$ cat src/rtl/mips_multicycle_control.sv
// Main control FSM for the multi-cycle MIPS datapath: sequences FETCH/DECODE/EXEC/MEM/WB,
// produces the datapath strobes and the 4-bit ALUOp class, stalls on waitrequest, halts on bad opcodes.
module mips_multicycle_control (
  input  logic       clk,
  input  logic       reset,
  input  logic [5:0] Opcode,
  input  logic [5:0] FuncCode,
  input  logic       waitrequest,
  output logic [3:0] ALUOp,
  output logic       ALUSrcA,
  output logic [1:0] ALUSrcB,
  output logic       IorD,
  output logic       MemRead,
  output logic       MemWrite,
  output logic       IRWrite,
  output logic       PCWrite,
  output logic       PCWriteCond,
  output logic [1:0] PCSource,
  output logic       RegWrite,
  output logic       RegDst,
  output logic       MemtoReg,
  output logic       halted,
  output logic [2:0] state
);

  typedef enum logic [2:0] {
    S_IDLE   = 3'd0,
    S_FETCH  = 3'd1,
    S_DECODE = 3'd2,
    S_EXEC   = 3'd3,
    S_MEM    = 3'd4,
    S_WB     = 3'd5,
    S_HALT   = 3'd7
  } state_e;

  typedef enum logic [2:0] {
    C_RTYPE,
    C_JR,
    C_IMM,
    C_LOAD,
    C_STORE,
    C_BRANCH,
    C_JUMP,
    C_BAD
  } iclass_e;

  state_e     state_q;
  iclass_e    iclass;
  logic [3:0] exec_aluop;

  // Instruction class and the ALU operation class used in EXEC.
  always_comb begin
    iclass     = C_BAD;
    exec_aluop = 4'b0000;
    case (Opcode)
      6'b000000: begin
        if (FuncCode == 6'b001000) begin
          iclass = C_JR;
        end else begin
          iclass     = C_RTYPE;
          exec_aluop = 4'b0010;
        end
      end
      6'b001001: begin iclass = C_IMM;    exec_aluop = 4'b0011; end
      6'b001010: begin iclass = C_IMM;    exec_aluop = 4'b0111; end
      6'b001100: begin iclass = C_IMM;    exec_aluop = 4'b0100; end
      6'b001101: begin iclass = C_IMM;    exec_aluop = 4'b0101; end
      6'b001110: begin iclass = C_IMM;    exec_aluop = 4'b0110; end
      6'b100011: begin iclass = C_LOAD;   exec_aluop = 4'b0000; end
      6'b101011: begin iclass = C_STORE;  exec_aluop = 4'b0000; end
      6'b000100: begin iclass = C_BRANCH; exec_aluop = 4'b0001; end
      6'b000101: begin iclass = C_BRANCH; exec_aluop = 4'b1000; end
      6'b000110: begin iclass = C_BRANCH; exec_aluop = 4'b1010; end
      6'b000111: begin iclass = C_BRANCH; exec_aluop = 4'b1001; end
      6'b000001: begin iclass = C_BRANCH; exec_aluop = 4'b1011; end
      6'b000010: begin iclass = C_JUMP;   exec_aluop = 4'b0000; end
      default:   begin iclass = C_BAD;    exec_aluop = 4'b0000; end
    endcase
  end

  always_ff @(posedge clk or posedge reset) begin
    if (reset) begin
      state_q <= S_IDLE;
    end else begin
      case (state_q)
        S_IDLE:   state_q <= S_FETCH;
        S_FETCH:  if (!waitrequest) state_q <= S_DECODE;
        S_DECODE: state_q <= (iclass == C_BAD) ? S_HALT : S_EXEC;
        S_EXEC: begin
          case (iclass)
            C_RTYPE, C_IMM:           state_q <= S_WB;
            C_LOAD, C_STORE:          state_q <= S_MEM;
            C_JR, C_BRANCH, C_JUMP:   state_q <= S_FETCH;
            default:                  state_q <= S_HALT;
          endcase
        end
        S_MEM: begin
          if (!waitrequest) begin
            if (iclass == C_LOAD)       state_q <= S_WB;
            else if (iclass == C_STORE) state_q <= S_FETCH;
            else                        state_q <= S_HALT;
          end
        end
        S_WB:     state_q <= S_FETCH;
        S_HALT:   state_q <= S_HALT;
        default:  state_q <= S_HALT;
      endcase
    end
  end

  // Outputs follow the state register; only the FETCH completion strobes look at waitrequest,
  // so IR and PC load in the same cycle the memory returns data.
  always_comb begin
    ALUOp       = 4'b0000;
    ALUSrcA     = 1'b0;
    ALUSrcB     = 2'b00;
    IorD        = 1'b0;
    MemRead     = 1'b0;
    MemWrite    = 1'b0;
    IRWrite     = 1'b0;
    PCWrite     = 1'b0;
    PCWriteCond = 1'b0;
    PCSource    = 2'b00;
    RegWrite    = 1'b0;
    RegDst      = 1'b0;
    MemtoReg    = 1'b0;
    case (state_q)
      S_FETCH: begin
        MemRead = 1'b1;
        ALUSrcB = 2'b01;
        IRWrite = !waitrequest;
        PCWrite = !waitrequest;
      end
      S_DECODE: begin
        ALUSrcB = 2'b11;
      end
      S_EXEC: begin
        case (iclass)
          C_RTYPE: begin
            ALUSrcA = 1'b1;
            ALUSrcB = 2'b00;
            ALUOp   = exec_aluop;
          end
          C_IMM, C_LOAD, C_STORE: begin
            ALUSrcA = 1'b1;
            ALUSrcB = 2'b10;
            ALUOp   = exec_aluop;
          end
          C_BRANCH: begin
            ALUSrcA     = 1'b1;
            ALUSrcB     = 2'b00;
            ALUOp       = exec_aluop;
            PCWriteCond = 1'b1;
            PCSource    = 2'b01;
          end
          C_JR: begin
            PCWrite  = 1'b1;
            PCSource = 2'b11;
          end
          C_JUMP: begin
            PCWrite  = 1'b1;
            PCSource = 2'b10;
          end
          default: ;
        endcase
      end
      S_MEM: begin
        IorD     = 1'b1;
        MemRead  = (iclass == C_LOAD);
        MemWrite = (iclass == C_STORE);
      end
      S_WB: begin
        RegWrite = (iclass == C_RTYPE) || (iclass == C_IMM) || (iclass == C_LOAD);
        RegDst   = (iclass == C_RTYPE);
        MemtoReg = (iclass == C_LOAD);
      end
      default: ;
    endcase
  end

  assign halted = (state_q == S_HALT);
  assign state  = state_q;

endmodule
$ cat config.mk
export PLATFORM = sky130hd
export DESIGN_NAME = mips_multicycle_control
export DESIGN_NICKNAME = d
export VERILOG_FILES = /design/src/rtl/mips_multicycle_control.sv
export SDC_FILE = /design/constraint.sdc
export NUM_CORES = 1
export LEC_CHECK = 0
export CAP_MARGIN = 20
export CORE_UTILIZATION = 43
export DETAILED_ROUTE_END_ITERATION = 8
export DONT_BUFFER_PORTS = 1
export PLACE_DENSITY = 0.66
export SYNTH_ARGS = -nofsm -noshare
export SYNTH_HDL_FRONTEND = slang
export SYNTH_SLANG_ARGS = --single-unit
$ cat constraint.sdc
create_clock -name clk -period 1.86 [get_ports clk]
set_input_delay 0.186 -clock clk [delete_from_list [all_inputs] [get_ports clk]]
set_output_delay 0.186 -clock clk [all_outputs]
set_load 0.01 [all_outputs]
==> metrics.txt <==
wire length after detailed routing 1900 um; parity-gate share of the synthesized area counting xor and xnor cells 2.41%; Slew headroom 69.7%; sequential element share of the synthesized area 10.3%; buffer type at the clock tree root sky130_fd_sc_hd__clkbuf_4; number of max-slew violations in the final report 0; largest fanout on the critical path 4; compound-cell area share of the yosys netlist 28.6%; number of flip-flops under the largest register name 3; number of global-route vias before repair 685; dominant combinational cell family by area after synthesis simple AND/OR/NAND/NOR gates; #FFs+latches synth 3; average wire per cell in the routed design 14.9 um; starting density of the core 47.2%; TritonRoute pass-1 iters 6; global-route usage over all layers 21.4%; cell type of the slowest stage on the worst timing path sky130_fd_sc_hd__or4b_4; worst hold slack 0.221 ns; dominant synthesized flop cell sky130_fd_sc_hd__dfrtp_1; start of the worst register-to-register path state[1]; CP cell instances or4b_4 > nor3_4 > nand2_2 > a21bo_1 > nor4_1 > buf_4; combinational share of power 60.5%; Top Family by Delay on Critical Path simple AND/OR/NAND/NOR gates; count of endpoints failing setup in the final report 0; final number of hold-violating endpoints 0; # clock sinks 3; library cell with the largest summed area after synthesis sky130_fd_sc_hd__dfrtp_1; area fraction of the dominant cell type after synthesis 10.3%; drt via density 6.60; Die Outline Area 0.00186 mm^2; number of rows created at floorplan 14; number of H-tree levels 1; Int Pwr 343 uW; hold path startpoint waitrequest; Post-Synthesis Cell Area 727 um^2; leakage power 0.317 nW; layout filler cell count 158; Skew-Pair Late Insertion Delay 0.23 ns; setup slack, reg-to-reg 0.61 ns; gr ovfl total 0; RSZ-0062 raised after global routing false; power density of the placed cells 840 mW/mm^2; arrival time of data at the critical path endpoint 1.61 ns; Max-cap violations 0; async set-or-reset flop fraction in the synthesized netlist 100%; largest cells by area after synthesis sky130_fd_sc_hd__dfrtp_1 (10%), sky130_fd_sc_hd__nor2_1 (8.8%), sky130_fd_sc_hd__nand2b_1 (5.2%); start-to-end type of the worst setup path in2out; fraction of final layout cells sized beyond drive strength 1 17.9%; count of cells along the worst hold path 3; transition time of the tightest slew-check pin 0.451 ns; wire length of the first global-routing pass 3080 um; proportion of synthesized area in mux cells 1.55%; worst r2r dst state[2]; Min-Delay Endpoint state[1]; core utilization of the finished layout 50.6%; buffers from clock root to sink, at most 2; Crit path required time 1.67 ns; synthesized area divided by synthesized cell count 6.49 um^2; clock network fraction of total power 17.0%; Post-Synth Adder-Cell Area 0%; maximum number of pins on one net before global-route repair 20; DRC violation count after routing 0; Ports 37; cell depth of the worst flop-to-flop path 4; synthesized instance count 112; violation count after the first detailed-route iteration 43; class of the tightest hold or removal check in2reg; type of origin of the critical path input port; top-count cell post-synth sky130_fd_sc_hd__nor2_1; simple-gate area share of the yosys netlist 48.4%; number of flops mapped to enable cells by yosys 0; maximum clock skew at final layout 0.000991 ns; number of buffers added by the clock tree synthesis step 3; total of buffers placed on input and output ports 0; clock transition at the register clock pins on the worst setup and hold paths after CTS 0.03 ns; net switching component of the power 312 uW; Antenna Nets Post-Route 0; FF+latch area 75.1 um^2; final critical delay including setup and external delays 1.79 ns; core box area 0.00154 mm^2; Sw Ratio 47.7%; Placer Congestion 0.837; antenna cells 0; Die Height 43.1 um; area growth from synthesis to layout 7.23%; sequential cell fraction of total power 22.5%; CTS tree built; total of warnings raised by yosys 0; Worst path max stage delay 0.53 ns; Worst Setup End Kind output pin; ranking of synthesized cells by instance count sky130_fd_sc_hd__nor2_1 (17), sky130_fd_sc_hd__clkbuf_1 (8), sky130_fd_sc_hd__a21oi_1 (7); IR Drop Worst-Case VDD 0.439 mV; antenna violations before repair 0; # nets final 128; number of gates given a new drive strength after cts 0; setup fix buffers added after clock tree synthesis 0; sum of negative setup slack 0 ns; total nets after synthesis 127; ratio of final minimum period to clock period 96.4%; combined buffer and inverter count along the critical path 1; Final HPWL DP 1510 um; highest clock frequency the design can meet 558 MHz; detailed-route via count 845; die width 43.1 um; multi-input gate area in the final layout 588 um^2; distinct cell type count of the synthesized netlist 45; outcome finished clean
==> worst reg2reg max path, stage by stage (launching register included) <==
cell                      delay [ns]
sky130_fd_sc_hd__dfrtp_1        0.44
sky130_fd_sc_hd__buf_4          0.19
sky130_fd_sc_hd__inv_1          0.08
sky130_fd_sc_hd__nor2_1         0.07
sky130_fd_sc_hd__a221o_1        0.34
==> cells in the final DEF (no fill, tap or decap), types with 3 or more instances in the layout <==
cell and n:
sky130_fd_sc_hd__a21oi_1 7, sky130_fd_sc_hd__buf_4 5, sky130_fd_sc_hd__clkbuf_4 3, sky130_fd_sc_hd__dfrtp_1 3
sky130_fd_sc_hd__inv_1 6, sky130_fd_sc_hd__nand2_1 5, sky130_fd_sc_hd__nand2b_1 6, sky130_fd_sc_hd__nand3_1 3
sky130_fd_sc_hd__nor2_1 17, sky130_fd_sc_hd__nor2b_1 4, sky130_fd_sc_hd__nor3_1 4, sky130_fd_sc_hd__o21ai_0 6
==> power groups by stage <==
stage / Combinational, mW / Clock (mW) / Sequential [mW]
2_1_floorplan: 0.339 / 0 / 0.124
3_3_place_gp: 0.393 / 0 / 0.146
3_5_place_dp: 0.394 / 0 / 0.148
4_1_cts: 0.396 / 0.117 / 0.147
5_1_grt: 0.441 / 0.122 / 0.154
6_report: 0.396 / 0.111 / 0.147
==> cell families after synthesis <==
kind of cell,count (synthesis)
xor+xnor,2
mux,1
simple gates,60
flops,3
compound gates,30
buf+inv,16
==> layer usage <==
metal,up-vias,GRT usage (%),wire length (um)
li1,414,-,-
met1,392,27.6,816
met2,33,34.0,914
met3,6,4.26,126
met4,0,9.70,45
met5,-,0,0
==> worst max path at each step <==
stage                     cells after the start     endpoint   startpoint  slack, ns
after floorplan                               5  PCWriteCond  FuncCode[2]       0.11
after global routing                          6  PCWriteCond  FuncCode[2]     0.0006
after CTS                                     6  PCWriteCond  FuncCode[2]       0.06
final                                         6  PCWriteCond  FuncCode[2]       0.07
after global placement                        6  PCWriteCond  FuncCode[2]       0.10
after detailed placement                      6  PCWriteCond  FuncCode[2]       0.08
==> through the flow <==
step	cell area [um^2]	power (mW)	setup slack, ns	std cells
2_1_floorplan	727	0.463	0.110	112
3_3_place_gp	743	0.539	0.101	123
3_5_place_dp	743	0.542	0.0753	123
4_1_cts	779	0.659	0.0611	128
5_1_grt	779	0.717	0.000610	128
6_report	779	0.655	0.0666	128
==> final cells by class <==
class | count | area share, %
multi-input combinational | 93 | 75.4
sequential | 3 | 9.63
timing repair buffer | 6 | 6.10
clock buffer | 4 | 3.37
inverter | 6 | 2.89
tap | 16 | 2.57
==> what timing repair did <==
item / CTS / global route
endpoints found under the hold margin: 3 / 0
endpoints found under the setup margin: 0 / 0
hold buffers: 1 / 0
No activity file was read; power rests on OpenSTA's default activity.
